[src/rtl/nitc_io_pkg.sv]
// Shared definitions for the memory-mapped UART transmitter: default register
// addresses, status register bit positions and the serialiser state encoding.
package nitc_io_pkg;

  localparam int ADDR_W = 16;
  localparam int DATA_W = 16;

  localparam logic [ADDR_W-1:0] TX_ADDR_DEF   = 16'hFF00;
  localparam logic [ADDR_W-1:0] STAT_ADDR_DEF = 16'hFF01;

  localparam int STAT_BUSY  = 0;
  localparam int STAT_EMPTY = 1;
  localparam int STAT_FULL  = 2;
  localparam int STAT_OVF   = 3;

  typedef enum logic [1:0] {
    ST_IDLE,
    ST_START,
    ST_DATA,
    ST_STOP
  } tx_state_e;

endpackage

[src/rtl/uart_tx_mmio_if.sv]
// CPU store/load port seen by a memory-mapped peripheral; sel and readdata are
// combinational replies to the address currently on the bus.
interface uart_tx_mmio_if;
  import nitc_io_pkg::*;

  logic [ADDR_W-1:0] adr;
  logic [DATA_W-1:0] writedata;
  logic              memwrite;
  logic              sel;
  logic [DATA_W-1:0] readdata;

  modport master (output adr, writedata, memwrite, input sel, readdata);
  modport slave  (input adr, writedata, memwrite, output sel, readdata);

endinterface

[src/rtl/sync_fifo.sv]
// Single-clock FIFO, read data shown combinationally at the head; writes land
// one edge after push. A push while full is taken only if a pop shares the edge.
module sync_fifo #(
  parameter int WIDTH = 8,
  parameter int DEPTH = 4
) (
  input  logic                   clk,
  input  logic                   reset,
  input  logic                   push_i,
  input  logic                   pop_i,
  input  logic [WIDTH-1:0]       wdat_i,
  output logic [WIDTH-1:0]       rdat_o,
  output logic                   full_o,
  output logic                   empty_o,
  output logic [$clog2(DEPTH):0] count_o
);
  localparam int AW = $clog2(DEPTH);

  logic [WIDTH-1:0] mem_q [DEPTH];
  logic [AW-1:0]    wr_ptr_q, rd_ptr_q;
  logic [AW:0]      count_q;
  logic             push_ok, pop_ok;

  assign empty_o = (count_q == '0);
  assign full_o  = (count_q == (AW+1)'(DEPTH));
  assign pop_ok  = pop_i && !empty_o;
  // The head slot is read before the edge, so a full FIFO can reuse it for the push.
  assign push_ok = push_i && (!full_o || pop_ok);
  assign rdat_o  = mem_q[rd_ptr_q];
  assign count_o = count_q;

  always_ff @(posedge clk) begin
    if (push_ok) mem_q[wr_ptr_q] <= wdat_i;
  end

  always_ff @(posedge clk or negedge reset) begin
    if (!reset) begin
      wr_ptr_q <= '0;
      rd_ptr_q <= '0;
      count_q  <= '0;
    end else begin
      if (push_ok) wr_ptr_q <= wr_ptr_q + AW'(1);
      if (pop_ok)  rd_ptr_q <= rd_ptr_q + AW'(1);
      case ({push_ok, pop_ok})
        2'b10:   count_q <= count_q + (AW+1)'(1);
        2'b01:   count_q <= count_q - (AW+1)'(1);
        default: count_q <= count_q;
      endcase
    end
  end

endmodule

[src/rtl/uart_tx_mmio.sv]
// Memory-mapped 8N1 UART transmitter: stores to TX_ADDR queue bytes, txd falls the edge after
// a push into an idle empty unit; no stall path, so pushes into a full FIFO are dropped and flagged.
module uart_tx_mmio import nitc_io_pkg::*; #(
  parameter int                CLKS_PER_BIT = 16,
  parameter int                DEPTH        = 4,
  parameter logic [ADDR_W-1:0] TX_ADDR      = TX_ADDR_DEF,
  parameter logic [ADDR_W-1:0] STAT_ADDR    = STAT_ADDR_DEF
) (
  input  logic          clk,
  input  logic          reset,
  uart_tx_mmio_if.slave bus,
  output logic          txd,
  output logic          busy,
  output logic          overflow
);
  localparam int BW = $clog2(CLKS_PER_BIT);
  localparam int CW = $clog2(DEPTH) + 1;

  tx_state_e         state_q;
  logic [7:0]        shift_q;
  logic [2:0]        bit_q;
  logic [BW-1:0]     baud_q;
  logic              txd_q, ovf_q, ovf_d;
  logic              tx_hit, st_hit, push, pop, baud_last;
  logic              fifo_full, fifo_empty;
  logic [7:0]        fifo_dat;
  logic [CW-1:0]     fifo_cnt;
  logic [DATA_W-1:0] status;
  logic              unused_wdat;

  assign tx_hit    = (bus.adr == TX_ADDR);
  assign st_hit    = (bus.adr == STAT_ADDR);
  assign bus.sel   = tx_hit || st_hit;
  assign push      = bus.memwrite && tx_hit;
  assign pop       = (state_q == ST_IDLE) && !fifo_empty;
  assign baud_last = (baud_q == BW'(CLKS_PER_BIT - 1));
  assign unused_wdat = ^bus.writedata[15:8];

  sync_fifo #(.WIDTH(8), .DEPTH(DEPTH)) u_fifo (
    .clk    (clk),
    .reset  (reset),
    .push_i (push),
    .pop_i  (pop),
    .wdat_i (bus.writedata[7:0]),
    .rdat_o (fifo_dat),
    .full_o (fifo_full),
    .empty_o(fifo_empty),
    .count_o(fifo_cnt)
  );

  always_comb begin
    status            = '0;
    status[STAT_BUSY]  = busy;
    status[STAT_EMPTY] = fifo_empty;
    status[STAT_FULL]  = fifo_full;
    status[STAT_OVF]   = ovf_q;
  end
  assign bus.readdata = st_hit ? status : '0;

  always_comb begin
    ovf_d = ovf_q;
    if (push && fifo_full && !pop) ovf_d = 1'b1;
    else if (bus.memwrite && st_hit && bus.writedata[0]) ovf_d = 1'b0;
  end

  always_ff @(posedge clk or negedge reset) begin
    if (!reset) begin
      state_q <= ST_IDLE;
      shift_q <= '0;
      bit_q   <= '0;
      baud_q  <= '0;
      txd_q   <= 1'b1;
      ovf_q   <= 1'b0;
    end else begin
      ovf_q <= ovf_d;
      case (state_q)
        ST_IDLE: begin
          baud_q <= '0;
          txd_q  <= !pop;
          if (pop) begin
            shift_q <= fifo_dat;
            state_q <= ST_START;
          end
        end
        ST_START: begin
          if (baud_last) begin
            baud_q  <= '0;
            bit_q   <= '0;
            txd_q   <= shift_q[0];
            state_q <= ST_DATA;
          end else begin
            baud_q <= baud_q + BW'(1);
          end
        end
        ST_DATA: begin
          if (baud_last) begin
            baud_q <= '0;
            if (bit_q == 3'd7) begin
              txd_q   <= 1'b1;
              state_q <= ST_STOP;
            end else begin
              bit_q   <= bit_q + 3'd1;
              shift_q <= {1'b0, shift_q[7:1]};
              txd_q   <= shift_q[1];
            end
          end else begin
            baud_q <= baud_q + BW'(1);
          end
        end
        ST_STOP: begin
          if (baud_last) begin
            baud_q  <= '0;
            state_q <= ST_IDLE;
          end else begin
            baud_q <= baud_q + BW'(1);
          end
        end
        default: state_q <= ST_IDLE;
      endcase
    end
  end

  assign txd      = txd_q;
  assign busy     = (state_q != ST_IDLE);
  assign overflow = ovf_q;

  a_count_range: assert property (@(posedge clk) disable iff (!reset) fifo_cnt <= CW'(DEPTH));

endmodule

[src/flat_wrapper.sv]
// flat-port wrapper written by rule: the top's interface ports become plain ports
module uart_tx_mmio_flat import nitc_io_pkg::*;
#(
  parameter int                CLKS_PER_BIT = 16,
  parameter int                DEPTH        = 4,
  parameter logic [ADDR_W-1:0] TX_ADDR      = TX_ADDR_DEF,
  parameter logic [ADDR_W-1:0] STAT_ADDR    = STAT_ADDR_DEF
)
  (clk, reset, txd, busy, overflow, bus_adr, bus_writedata, bus_memwrite, bus_sel, bus_readdata);
  uart_tx_mmio_if bus_i ();
  input  logic clk;
  input  logic reset;
  output logic txd;
  output logic busy;
  output logic overflow;
  input wire logic [$bits(bus_i.adr)-1:0] bus_adr;
  input wire logic [$bits(bus_i.writedata)-1:0] bus_writedata;
  input wire logic [$bits(bus_i.memwrite)-1:0] bus_memwrite;
  output wire logic [$bits(bus_i.sel)-1:0] bus_sel;
  output wire logic [$bits(bus_i.readdata)-1:0] bus_readdata;
  assign bus_i.adr = bus_adr;
  assign bus_i.writedata = bus_writedata;
  assign bus_i.memwrite = bus_memwrite;
  assign bus_sel = bus_i.sel;
  assign bus_readdata = bus_i.readdata;
  uart_tx_mmio #(.CLKS_PER_BIT(CLKS_PER_BIT), .DEPTH(DEPTH), .TX_ADDR(TX_ADDR), .STAT_ADDR(STAT_ADDR)) u_core (.clk(clk), .reset(reset), .bus(bus_i), .txd(txd), .busy(busy), .overflow(overflow));
endmodule
[config.mk]
export PLATFORM = sky130hd
export DESIGN_NAME = uart_tx_mmio_flat
export DESIGN_NICKNAME = d
export VERILOG_FILES = /design/src/rtl/nitc_io_pkg.sv /design/src/rtl/uart_tx_mmio_if.sv /design/src/rtl/sync_fifo.sv /design/src/rtl/uart_tx_mmio.sv /design/src/flat_wrapper.sv
export SDC_FILE = /design/constraint.sdc
export NUM_CORES = 1
export LEC_CHECK = 0
export CAP_MARGIN = 15
export CORE_MARGIN = 3
export CORE_UTILIZATION = 40
export DETAILED_ROUTE_END_ITERATION = 10
export DONT_BUFFER_PORTS = 1
export SYNTH_ARGS = -nofsm -noshare
export SYNTH_HDL_FRONTEND = slang
export SYNTH_SLANG_ARGS = --single-unit
[constraint.sdc]
create_clock -name clk -period 2.37 [get_ports clk]
set_input_delay 0.474 -clock clk [delete_from_list [all_inputs] [get_ports clk]]
set_output_delay 0.474 -clock clk [all_outputs]
set_load 0.005 [all_outputs]
# Word-level counts from Yosys, hierarchy flattened
# Memory sizes are Yosys's and may differ from the RTL's.
# Cells that the tools add are included.
# word_totals
register_bits	26
latchBits	0
ram_bits	32
mem_bits_ro	0
inputBits	35
out_inout_bits	20
mem_count	1
# op_classes
n_addsub	6
mul	0
n_div	0
n_lt_le_gt_ge	0
n_eq_ne	16
n_shift	0
mux	26
n_bitwise	0
reduce_logical	26
# memory_table
name	words	width	rd	rd_ports_with_merged_regs	write_ports	line_no	rtl
u_core.u_fifo.mem_q	4	8	1	0	1	sync_fifo.sv:19	logic [WIDTH-1:0] mem_q [DEPTH];
# ops
op	count
== test 16 bit, second input constant	2
2-to-1 mux 8 bit	3
case mux 8 bit (2 select lines)	1
case mux 3 bit (2 select lines)	2
2-to-1 mux 2 bit	5
!= test 2 x 1 -> 1 bit, second input constant	5
nonzero test 2 bit	5
2-to-1 mux 3 bit	3
logical AND 1 bit	8
2-to-1 mux 4 bit	2
case mux 2 bit (4 select lines)	1
case mux 4 bit (2 select lines)	1
AND reduction 4 bit	2
2-to-1 mux 1 bit	7
adder 3 x 1 -> 3 bit, second input constant	2
== test 2 bit, second input constant	3
== test 3 bit, second input constant	2
AND reduction 5 bit	1
adder 2 x 1 -> 2 bit, second input constant	2
adder 4 x 1 -> 4 bit, second input constant	1
== test 2 x 1 -> 1 bit, second input constant	2
== test 4 bit, second input constant	1
logical NOT 1 bit	3
logical NOT 3 bit	1
8 further kinds	9

# Depth between registers and ports, before layout
# depth
ltp_word	8
depth_mapped	13
ltp_nobuf	12

# Cells and area by module
# From an unflattened synthesis, not the netlist that was laid out.
# unflattened
cells_unflattened	220
area_unflattened_um2	2891.5
# modules_own_cells
module	n_inst	cells_per_inst	area_each_um2	seq_area_each_um2
sync_fifo	1	94	1669.1	1136.1
uart_tx_mmio	1	126	1222.4	476.7

# Worst setup path after synthesis
# No wires, ideal clock.
# synth_path
path_kind	input port to flip-flop
startpoint	input bus_adr[1]
endpoint	register u_core.u_fifo.count_q[2] (netlist: u_core.u_fifo.count_o[2])
arrival_time_ns	2.503
required_ns	2.245
path_slack_ns	-0.259
path_stages	11
cell_sequence	or4b_4 nor4_4 and4_1 buf_6 inv_1 ha_1 inv_1 fa_1 xor2_1 nor2_1 xor2_1
# synth_via
elab_chain_cells	5
word_cells_on_any_way	7
classes_between	eq/ne: 3; mux: 1; reduce/logical: 3
# synth_rtl
element	line_no	rtl
from (decl)	flat_wrapper.sv:16	input wire logic [$bits(bus_i.adr)-1:0] bus_adr;
== test 16 bit (*)	uart_tx_mmio.sv:31	assign tx_hit = (bus.adr == TX_ADDR);
logical AND 1 bit (*)	uart_tx_mmio.sv:34	assign push = bus.memwrite && tx_hit;
logical AND 1 bit (*)	sync_fifo.sv:28	assign push_ok = push_i && (!full_o || pop_ok);
== test 2 x 1 -> 1 bit or == test 2 bit (tied branches)	sync_fifo.sv:44	case ({push_ok, pop_ok})
case mux 3 bit (2 select lines) or nonzero test 2 bit (tied branches)	-	
to (signal assigned)	sync_fifo.sv:45	2'b10: count_q <= count_q + (AW+1)'(1);
to (signal assigned)	sync_fifo.sv:46	2'b01: count_q <= count_q - (AW+1)'(1);
to (signal assigned)	sync_fifo.sv:47	default: count_q <= count_q;
to (decl)	sync_fifo.sv:21	logic [AW:0] count_q;
# Every way passes the cells marked *; elsewhere a longest branch is shown, timed or not.
# A chain may end at the register's enable or synchronous reset.

# Final worst setup path
# layout_path
startpoint	input bus_adr[2]
endpoint	output bus_readdata[2]
# layout_via
elab_chain_cells	2
# layout_rtl
element	line_no	rtl
== test 16 bit	uart_tx_mmio.sv:32	assign st_hit = (bus.adr == STAT_ADDR);
2-to-1 mux 4 bit	uart_tx_mmio.sv:58	assign bus.readdata = st_hit ? status : '0;
to (decl)	flat_wrapper.sv:20	output wire logic [$bits(bus_i.readdata)-1:0] bus_readdata;
# No other way between the ends.

==> reports/qor.txt <==
Mapped Cells - 226
Mean Syn Cell Area - 12.5 sq um
crit share post-route - 0.965
placed insts - 322
Pre-antenna DRT Iters - 4
Synth top area share - 0.339
number of distinct library cells after synthesis - 45
Finished Core Util - 0.474
Max Root-Sink Buffers - 2
maximum clock rate - 0.437 GHz
Area contributors post-synth - edfxtp_1 (34%), dfrtp_1 (22%), ha_1 (5.7%), mux2_2 (5.2%), buf_4 (3.2%)
final cell count without fillers - 342
CTS tree - done
antenna violations before repair - 0
Power Density - 640 nW/um^2
slew margin rel. - 0.510
ys async rst share - 0.448
Crit. End Element - primary output
CTS Root Buffer Type - clkbuf_8
Hold Path Origin - bus_writedata[1]
Die Span Y - 90.2 microns
Ports - 55
via count of the first global-routing pass - 1681
top_reg_cell synth - edfxtp_1
reg2reg start - u_core.state_q[0]
IO buf count - 0
share of cells above drive strength 1 - 0.228
worst-skew pair later-pin latency - 330 ps
dpl hpwl - 3.49 mm
max incr delay on CP - 530 ps
Bufs and invs on worst path - 2
clock buffer count from CTS - 9
Crit Path Max Fanout - 4
synthesis-to-layout area growth - 14.3%
Final #Nets - 290
drt wl/cell - 14.6 microns
first-pass GRT wire length - 8.46 mm
Placer Congestion - 0.775
Core Area - 6830 sq um
GRT Residual Overflow - 0
CP delay by family, top - simple AND/OR/NAND/NOR gates
std cell rows - 30
DRT Wirelength - 5.01 mm
gr usage total - 0.133
status - finished clean
sequential fraction of the synthesis area - 0.569
CP Class - in -> out
worst setup path startpoint - bus_adr[2]
Final setup viols - 0
Max Clock Skew - 9.25 ps
Residual DRC - 0
max-slew violation count - 0
Max Cap Viol - 0
Hold Crit Class - in -> reg
Worst EP required - 1900 ps
Hold Violations, Final - 0
Post-synth EDFFs - 32
Post-Syn Area - 2830 sq um
CTS Sinks - 58
H-Tree Depth - 3
largest area contributor in the netlist - edfxtp_1
Startpoint Class - input port
min Tclk post-route - 2290 ps
synth warn - 0
Crit path top cell by count - buf_4
die footprint - 8130 sq um
Yosys reg bits - 58
P_leak - 0.00131 uW
Worst Path Arrival - 1810 ps
slowest CP cell - or4b_4
antenna fix cells - 0
vias per cell - 4.97
Starting Density - 0.415
worst vdd ir - 0.000356 V
overall power - 2070 uW
initial detailed-routing violation count - 77
Die X - 90.2 microns
via count - 1701
clock transition at the registers of the reported paths - 70 ps
Slew @ Worst Pin - 735 ps
post-route ant nets - 0
RSZ-0062 raised after global routing - true
critical path, cell by cell - or4b_4 > nor4_4 > buf_4 > nand2_1 > nor4b_2 > buf_4
largest net degree at the start of global routing - 27
==> metrics by stage <==
| step | instance area [sq um] | hold slack, ps | setup TNS (ps) | setup WS, ps |
|---|---|---|---|---|
| 3_3_place_gp | 2970 | 179 | 0 | 31.1 |
| 2_1_floorplan | 2890 | 178 | -156 | -87.2 |
| 4_1_cts | 3210 | 218 | 0 | 45.5 |
| 5_1_grt | 3240 | 213 | -15.7 | -15.7 |
| 6_report | 3240 | 233 | 0 | 81.8 |
| 3_5_place_dp | 2970 | 179 | 0 | 3.81 |
==> metal layers <==
metal / global-route usage / vias up / wire length (microns)
li1: - / 812 / -
met1: 0.163 / 839 / 2230
met2: 0.213 / 40 / 2430
met3: 0.0435 / 10 / 252
met4: 0.0612 / 0 / 99
met5: 0 / - / 0
==> final timing paths <==
check | endpoint | cells after the start | slack, ps
min in group asynchronous | u_core.overflow | 2 | 580
hold reg to reg | u_core.shift_q[0] | 2 | 480
setup / recovery | bus_readdata[2] | 6 | 80
setup reg to reg | u_core.u_fifo.count_o[2] | 12 | 200
max in group asynchronous | u_core.txd | 2 | 1550
hold / removal | u_core.u_fifo.mem_q[1][1] | 0 | 230
==> sequential cells by signal (all words and copies together) (netlist names) <==
register and count:
u_core.txd 1, u_core.u_fifo.mem_q 32, u_core.bit_q 3, u_core.u_fifo.count_o 3, u_core.shift_q 8, u_core.overflow 1, u_core.u_fifo.wr_ptr_q 2, u_core.baud_q 4
u_core.u_fifo.rd_ptr_q 2, u_core.state_q 2
==> synthesized netlist by cell type (2+ instances only) <==
cell / number
a21oi_1: 3
a22o_1: 4
and2_1: 2
and2_2: 2
buf_4: 12
clkbuf_1: 6
dfrtp_1: 25
edfxtp_1: 32
ha_1: 13
inv_1: 14
mux2_2: 13
mux2i_1: 3
nand2_1: 17
nand2b_1: 4
nand4_1: 2
nand4b_1: 3
nor2_1: 8
nor2b_1: 8
o21ai_0: 9
o22ai_1: 7
o31ai_1: 9
or3_1: 2
xnor2_1: 5
xor2_1: 2
==> layout by cell type, fill, tap and decap left out, types with 3 or more instances in the layout <==
| cell type | count |
|---|---|
| clkbuf_8 | 9 |
| a22o_1 | 4 |
| nand4b_1 | 3 |
| xnor2_1 | 5 |
| dfrtp_1 | 25 |
| edfxtp_1 | 32 |
| o22ai_1 | 7 |
| nor2b_1 | 8 |
| mux2_2 | 13 |
| nand2_1 | 17 |
| mux2i_1 | 3 |
| nor2_1 | 8 |
| nand2b_1 | 4 |
| o21ai_0 | 9 |
| conb_1 | 12 |
| ha_1 | 12 |
| o31ai_1 | 9 |
| buf_4 | 11 |
| inv_1 | 12 |
| a21oi_1 | 3 |
==> cell families (layout without fill, tap and decap cells) <==
kind of cell             after synthesis  in the layout  synth area share
XOR/XNOR                               7              7            0.0216
other                                  1             12           0.00132
multiplexers                          18             18            0.0755
AO/OA/AOI/OAI                         36             36            0.0857
buffers and inverters                 35             44            0.0654
adder cells (fa/ha/maj)               14             14            0.0645
flip-flops                            58             58             0.569
AND/OR/NAND/NOR                       57             57             0.117
==> area by class of cell <==
class	count	area [sq um]
clock buffer	9	124
clock inverter	7	93.8
timing repair buffer	14	133
sequential	58	1610
multi-input combinational	144	1100
inverter	14	55.1
fill	620	3590
tap	96	120
==> where the power goes <==
part	total, uW	switching, uW	internal (uW)	leakage (uW)
Clock	984	395	589	0.000107
Sequential	1070	0.0575	1070	0.000603
Combinational	23.1	16.1	6.95	0.000603
==> repair_timing <==
action	in CTS	in global routing
endpoints found under the setup margin	0	2
setup buffers	0	2
resized for setup	0	3
endpoints found under the hold margin	26	0
hold buffers	2	0
Note: power is estimated with default switching activity, not from simulation.
